## src/rtl/pool_window_feeder_if.sv

```systemverilog
// Handshake bundle between the window feeder, its feature-map buffer and the pooling unit.
// master = feeder side, slave = buffer/pooling-unit side.
interface pool_window_feeder_if #(
  parameter int unsigned DATA_WIDTH = 8,
  parameter int unsigned ADDR_WIDTH = 16
);
  logic                  mem_rd_en;
  logic [ADDR_WIDTH-1:0] mem_addr;
  logic [DATA_WIDTH-1:0] mem_rd_data;
  logic                  pool_start;
  logic                  pool_valid;
  logic [DATA_WIDTH-1:0] pool_data;
  logic                  pool_busy;
  logic                  pool_done;

  modport master (
    output mem_rd_en, mem_addr, pool_start, pool_valid, pool_data,
    input  mem_rd_data, pool_busy, pool_done
  );

  modport slave (
    input  mem_rd_en, mem_addr, pool_start, pool_valid, pool_data,
    output mem_rd_data, pool_busy, pool_done
  );
endinterface

```

## src/rtl/pool_window_feeder.sv

```systemverilog
// Walks a feature-map channel in raster order of pooling windows, reading each KxK window
// row-major from the buffer and streaming it to the pooling unit, one window per handshake.
module pool_window_feeder #(
  parameter int unsigned DATA_WIDTH = 8,
  parameter int unsigned ADDR_WIDTH = 16
) (
  input  logic                  clk,
  input  logic                  rst_n,
  input  logic                  start,
  input  logic [1:0]            kernel_size,
  input  logic                  stride_sel,
  input  logic [7:0]            in_width,
  input  logic [7:0]            in_height,
  input  logic [ADDR_WIDTH-1:0] base_addr,
  output logic                  busy,
  output logic                  done,
  output logic                  cfg_error,
  pool_window_feeder_if.master  bus
);

  typedef enum logic [2:0] {
    StIdle, StArm, StWaitBusy, StStream, StWaitDone, StFinish
  } state_e;

  state_e                state_q, state_d;
  logic                  k3_q, k3_d;
  logic                  s2_q, s2_d;
  logic [7:0]            width_q, width_d;
  logic [7:0]            out_w_q, out_w_d;
  logic [7:0]            out_h_q, out_h_d;
  logic [7:0]            ox_q, ox_d;
  logic [7:0]            oy_q, oy_d;
  logic [1:0]            kx_q, kx_d;
  logic [1:0]            ky_q, ky_d;
  logic [ADDR_WIDTH-1:0] base_q, base_d;
  logic                  cfg_err_q, cfg_err_d;
  logic                  pool_valid_q;

  // Decode of the live configuration inputs, only used in the accept cycle
  logic [7:0] k_in, span_w, span_h, new_out_w, new_out_h;
  logic       too_small;

  assign k_in      = (kernel_size == 2'b01) ? 8'd3 : 8'd2;
  assign too_small = (in_width < k_in) || (in_height < k_in);
  assign span_w    = in_width - k_in;
  assign span_h    = in_height - k_in;
  assign new_out_w = (stride_sel ? (span_w >> 1) : span_w) + 8'd1;
  assign new_out_h = (stride_sel ? (span_h >> 1) : span_h) + 8'd1;

  logic [1:0] k_last;
  assign k_last = k3_q ? 2'd2 : 2'd1;

  // Element address; ADDR_WIDTH-wide arithmetic gives the modulo wrap for free
  logic [8:0]            row, col;
  logic [ADDR_WIDTH-1:0] elem_addr;

  assign row = (s2_q ? {oy_q, 1'b0} : {1'b0, oy_q}) + {7'd0, ky_q};
  assign col = (s2_q ? {ox_q, 1'b0} : {1'b0, ox_q}) + {7'd0, kx_q};
  assign elem_addr = base_q + ADDR_WIDTH'(row) * ADDR_WIDTH'(width_q) + ADDR_WIDTH'(col);

  always_comb begin
    state_d        = state_q;
    k3_d           = k3_q;
    s2_d           = s2_q;
    width_d        = width_q;
    out_w_d        = out_w_q;
    out_h_d        = out_h_q;
    ox_d           = ox_q;
    oy_d           = oy_q;
    kx_d           = kx_q;
    ky_d           = ky_q;
    base_d         = base_q;
    cfg_err_d      = cfg_err_q;
    bus.pool_start = 1'b0;
    bus.mem_rd_en  = 1'b0;

    unique case (state_q)
      StIdle: begin
        if (start) begin
          k3_d      = (kernel_size == 2'b01);
          s2_d      = stride_sel;
          width_d   = in_width;
          base_d    = base_addr;
          out_w_d   = new_out_w;
          out_h_d   = new_out_h;
          ox_d      = 8'd0;
          oy_d      = 8'd0;
          kx_d      = 2'd0;
          ky_d      = 2'd0;
          cfg_err_d = too_small;
          state_d   = too_small ? StFinish : StArm;
        end
      end
      StArm: begin
        if (!bus.pool_busy) begin
          bus.pool_start = 1'b1;
          state_d        = StWaitBusy;
        end
      end
      StWaitBusy: begin
        if (bus.pool_busy) state_d = StStream;
      end
      StStream: begin
        bus.mem_rd_en = 1'b1;
        if (kx_q == k_last) begin
          kx_d = 2'd0;
          if (ky_q == k_last) begin
            ky_d    = 2'd0;
            state_d = StWaitDone;
          end else begin
            ky_d = ky_q + 2'd1;
          end
        end else begin
          kx_d = kx_q + 2'd1;
        end
      end
      StWaitDone: begin
        if (bus.pool_done) begin
          if (ox_q == out_w_q - 8'd1) begin
            ox_d = 8'd0;
            if (oy_q == out_h_q - 8'd1) begin
              state_d = StFinish;
            end else begin
              oy_d    = oy_q + 8'd1;
              state_d = StArm;
            end
          end else begin
            ox_d    = ox_q + 8'd1;
            state_d = StArm;
          end
        end
      end
      StFinish: state_d = StIdle;
      default:  state_d = StIdle;
    endcase
  end

  always_ff @(posedge clk or negedge rst_n) begin
    if (!rst_n) begin
      state_q      <= StIdle;
      k3_q         <= 1'b0;
      s2_q         <= 1'b0;
      width_q      <= 8'd0;
      out_w_q      <= 8'd0;
      out_h_q      <= 8'd0;
      ox_q         <= 8'd0;
      oy_q         <= 8'd0;
      kx_q         <= 2'd0;
      ky_q         <= 2'd0;
      base_q       <= '0;
      cfg_err_q    <= 1'b0;
      pool_valid_q <= 1'b0;
    end else begin
      state_q      <= state_d;
      k3_q         <= k3_d;
      s2_q         <= s2_d;
      width_q      <= width_d;
      out_w_q      <= out_w_d;
      out_h_q      <= out_h_d;
      ox_q         <= ox_d;
      oy_q         <= oy_d;
      kx_q         <= kx_d;
      ky_q         <= ky_d;
      base_q       <= base_d;
      cfg_err_q    <= cfg_err_d;
      pool_valid_q <= bus.mem_rd_en;
    end
  end

  logic [DATA_WIDTH-1:0] rd_data;
  assign rd_data = bus.mem_rd_data;

  assign busy           = (state_q != StIdle);
  assign done           = (state_q == StFinish);
  assign cfg_error      = done && cfg_err_q;
  assign bus.mem_addr   = (state_q == StStream) ? elem_addr : '0;
  assign bus.pool_valid = pool_valid_q;
  // Gate with the delayed valid so stale buffer data never leaks out, e.g. after reset
  assign bus.pool_data  = pool_valid_q ? rd_data : '0;

endmodule

```

## src/flat_wrapper.sv

```systemverilog
// flat-port wrapper written by rule: the top's interface ports become plain ports
module pool_window_feeder_flat 
#(
  parameter int unsigned DATA_WIDTH = 8,
  parameter int unsigned ADDR_WIDTH = 16
)
  (clk, rst_n, start, kernel_size, stride_sel, in_width, in_height, base_addr, busy, done, cfg_error, bus_mem_rd_en, bus_mem_addr, bus_pool_start, bus_pool_valid, bus_pool_data, bus_mem_rd_data, bus_pool_busy, bus_pool_done);
  pool_window_feeder_if #(.DATA_WIDTH(DATA_WIDTH), .ADDR_WIDTH(ADDR_WIDTH)) bus_i ();
  input  logic clk;
  input  logic rst_n;
  input  logic start;
  input  logic [1:0] kernel_size;
  input  logic stride_sel;
  input  logic [7:0] in_width;
  input  logic [7:0] in_height;
  input  logic [ADDR_WIDTH-1:0] base_addr;
  output logic busy;
  output logic done;
  output logic cfg_error;
  output wire logic [$bits(bus_i.mem_rd_en)-1:0] bus_mem_rd_en;
  output wire logic [$bits(bus_i.mem_addr)-1:0] bus_mem_addr;
  output wire logic [$bits(bus_i.pool_start)-1:0] bus_pool_start;
  output wire logic [$bits(bus_i.pool_valid)-1:0] bus_pool_valid;
  output wire logic [$bits(bus_i.pool_data)-1:0] bus_pool_data;
  input wire logic [$bits(bus_i.mem_rd_data)-1:0] bus_mem_rd_data;
  input wire logic [$bits(bus_i.pool_busy)-1:0] bus_pool_busy;
  input wire logic [$bits(bus_i.pool_done)-1:0] bus_pool_done;
  assign bus_mem_rd_en = bus_i.mem_rd_en;
  assign bus_mem_addr = bus_i.mem_addr;
  assign bus_pool_start = bus_i.pool_start;
  assign bus_pool_valid = bus_i.pool_valid;
  assign bus_pool_data = bus_i.pool_data;
  assign bus_i.mem_rd_data = bus_mem_rd_data;
  assign bus_i.pool_busy = bus_pool_busy;
  assign bus_i.pool_done = bus_pool_done;
  pool_window_feeder #(.DATA_WIDTH(DATA_WIDTH), .ADDR_WIDTH(ADDR_WIDTH)) u_core (.clk(clk), .rst_n(rst_n), .start(start), .kernel_size(kernel_size), .stride_sel(stride_sel), .in_width(in_width), .in_height(in_height), .base_addr(base_addr), .busy(busy), .done(done), .cfg_error(cfg_error), .bus(bus_i));
endmodule
```

## config.mk

```make
export PLATFORM = sky130hd
export DESIGN_NAME = pool_window_feeder_flat
export DESIGN_NICKNAME = d
export VERILOG_FILES = /design/src/rtl/pool_window_feeder_if.sv /design/src/rtl/pool_window_feeder.sv /design/src/flat_wrapper.sv
export SDC_FILE = /design/constraint.sdc
export NUM_CORES = 1
export LEC_CHECK = 0
export ABC_AREA = 1
export ABC_CLOCK_PERIOD_IN_PS = 14150
export BUFFER_PORTS_ARGS = -buffer_cell sky130_fd_sc_hd__buf_2
export CORE_MARGIN = 4
export CORE_UTILIZATION = 40
export DETAILED_ROUTE_END_ITERATION = 10
export PLACE_DENSITY = 0.68
export SETUP_SLACK_MARGIN = 0.2
export SKIP_LAST_GASP = 1
export SYNTH_ARGS = -nofsm -noshare
export SYNTH_HDL_FRONTEND = slang
export SYNTH_SLANG_ARGS = --single-unit
```

## constraint.sdc

```tcl
create_clock -name clk -period 14.15 [get_ports clk]
set_clock_uncertainty 0.05 [all_clocks]
set_input_delay 0.7075 -clock clk [delete_from_list [all_inputs] [get_ports clk]]
set_output_delay 0.7075 -clock clk [all_outputs]
set_load 0.05 [all_outputs]
```

==> impl_metrics.json <==
{
  "endpoint_kind": "primary output",
  "postRouteAntennaNets": 0,
  "cts_buffers": 9,
  "finalSetupViolCount": 0,
  "grt_pass1_wl_um": 35500,
  "hold_violations": 0,
  "port_buffers": 77,
  "design_area_um2": 9210,
  "ys_seq_area_share_pct": 20.2,
  "drive_gt1_share_pct": 11.7,
  "ys.warnings.count": 0,
  "die_w_um": 152,
  "die_h_um": 152,
  "syn_nets": 1357,
  "fmax_ghz": 0.124,
  "cap_viol_max_count": 0,
  "drt_pass1_iterations": 5,
  "max-slew-margin-rel_pct": 30.6,
  "post-cts-setup-buffers": 0,
  "max_stage_delay_ps": 1030,
  "drv_slew": 0,
  "hold_ws_ps": 437,
  "cts_hold_buffers": 0,
  "reg2reg_slack_ps": 11610,
  "track_usage_pct": 18.5,
  "dpl.cell_count": 1510,
  "hp-class": "flop to flop",
  "critPathArrivalTime_ps": 7290,
  "tns_ps": 0,
  "ir_drop_v": 0.000210,
  "diodes": 0,
  "r2r-start": "u_core.state_q[1]",
  "async_reset_ff_share_pct": 100,
  "layout_commonest_cell": "nand2_1",
  "drt-initial-drc-count": 435,
  "core_area_um2": 20400,
  "path_common_cell": "inv_1",
  "clockPowerShare_pct": 11.4,
  "finalWorstSetupSlack_ps": 6110,
  "fin_nets": 1421,
  "outcome": "completed",
  "r2r_end": "u_core.out_h_q[4]",
  "swShare_pct": 58.3,
  "drc": 0,
  "fin_crit_ps": 8040,
  "grt-ovfl-total": 0,
  "row_count": 52,
  "power_switching_mw": 1.22,
  "placed_area_um2": 8910,
  "fin_cells": 1526,
  "p_per_area_nw_per_um2": 226,
  "vias": 7540,
  "p_leak_nw": 5.08,
  "fin_crit_sh_pct": 56.8,
  "rsz0062_at_grt": "false",
  "cts_buffer_depth": 2,
  "clock_sinks": 67,
  "syn_inst": 1187,
  "synthFlopType": "dfrtp_1",
  "via_per_inst": 4.94,
  "netlist_area_um2": 8310,
  "finalPower_mw": 2.09,
  "place_hpwl_um": 17300,
  "grt_max_degree": 72,
  "post-place-ws_ps": 6460,
  "area_delta_synth_final_pct": 10.8,
  "tightest_slew_ps": 1040,
  "layout_common_cells": "nand2_1 (311), inv_1 (223), nor2_1 (114)",
  "synth-edff-count": 0,
  "worstPathRequired_ps": 13390,
  "cts-root-buf": "clkbuf_16",
  "start_util_pct": 40.8,
  "ys_ff_latch": 67,
  "pwr-share-seq_pct": 16.8,
  "finish.utilization_pct": 45.2,
  "crit_type": "flop to primary output",
  "synth.distinct_cells": 42,
  "gp_congestion": 0.980,
  "combPwrFrac_pct": 71.8,
  "cp-start-kind": "flop",
  "path_clk_slew_ps": 60,
  "insertion_delay_ps": 350,
  "wl_per_cell_um": 13.9,
  "fill_cells": 2106,
  "worst-path-max-fanout": 33,
  "cts_tree": "built",
  "reg2reg_depth": 10,
  "crit_end": "bus_mem_addr[13]",
  "grt_pass1_vias": 7163,
  "io_pins": 78,
  "die_area_um2": 23100,
  "syn_avg_cell_area_um2": 7.00,
  "antenna_found_initial": 0,
  "wl_um": 21200,
  "startpoint": "u_core.s2_q",
  "cts_resized": 0,
  "htree_levels": 3,
  "crit_path_top_delay_cell": "dfrtp_1",
  "power.internal_mw": 0.869
}
logic make-up (layout without fill, tap and decap cells):
family | Yosys count | after routing | share of synthesized area, %
simple gates | 574 | 574 | 30.5
buf+inv | 257 | 326 | 12.2
compound gates | 127 | 127 | 8.48
fa+ha+maj | 122 | 122 | 24.1
flops | 67 | 67 | 20.2
xor+xnor | 40 | 40 | 4.49
cells in the mapped netlist (14+ instances only):
cell type,count,area [um2]
nand2_1,311,1170
xor2_1,23,201
nand3_1,80,400
nor2_1,114,428
xnor2_1,14,123
a21oi_1,40,200
o21ai_0,55,275
inv_1,223,837
ha_1,58,726
fa_1,64,1280
nand4_1,23,144
dfrtp_1,67,1680
worst max-delay path: cells and delay by family, from the launching register on:
| family | cells | cell delay [ps] |
|---|---|---|
| AOI/OAI and AO/OA | 4 | 650 |
| adders and majority gates | 7 | 3240 |
| DFF | 1 | 1030 |
| buffers and inverters | 9 | 790 |
| and+or+nand+nor | 11 | 1220 |
flip-flops by register name, indices dropped and copies added, names as in the netlist, 2 cells and up:
signal,cells
u_core.oy_q,8
u_core.out_w_q,8
u_core.ox_q,8
u_core.base_q,16
u_core.width_q,8
u_core.state_q,3
u_core.ky_q,2
u_core.kx_q,2
u_core.out_h_q,8
cell type report:
cell class | count | area [um2] | share of cell area [%]
clock inverters | 5 | 61.3 | 0.666
flip-flops and latches | 67 | 1680 | 18.2
repair buffers | 80 | 408 | 4.43
well taps | 270 | 338 | 3.67
multi-input cells | 863 | 5620 | 61.0
inverters | 230 | 863 | 9.37
clock buffers | 11 | 243 | 2.64
worst min path at each step:
stage | slack [ps] | end | start | cells after the start
3_5_place_dp | 430 | u_core.base_q[1] | u_core.base_q[1] | 2
2_1_floorplan | 360 | u_core.base_q[0] | rst_n | 0
4_1_cts | 450 | u_core.base_q[1] | u_core.base_q[1] | 2
3_3_place_gp | 420 | u_core.base_q[2] | u_core.base_q[2] | 2
6_report | 440 | u_core.base_q[11] | u_core.base_q[11] | 2
5_1_grt | 490 | u_core.base_q[11] | u_core.base_q[11] | 2
power by group through the flow:
stage | combinational (mW) | sequential [mW] | clock, mW
after floorplan | 1.17 | 0.316 | 0
after global placement | 1.49 | 0.351 | 0
after detailed placement | 1.49 | 0.354 | 0
after CTS | 1.50 | 0.351 | 0.241
after global routing | 1.70 | 0.363 | 0.249
final | 1.50 | 0.351 | 0.238
routing by layer:
metal  up-vias  global-route usage [%]  wire (um)
met5         -                       0          0
met4         0                    4.24        352
met3        21                    2.67       1060
met2       176                    29.3       9610
met1      3532                    27.0      10200
li1       3811                       -          -
Note: power is estimated with default switching activity, not from simulation.
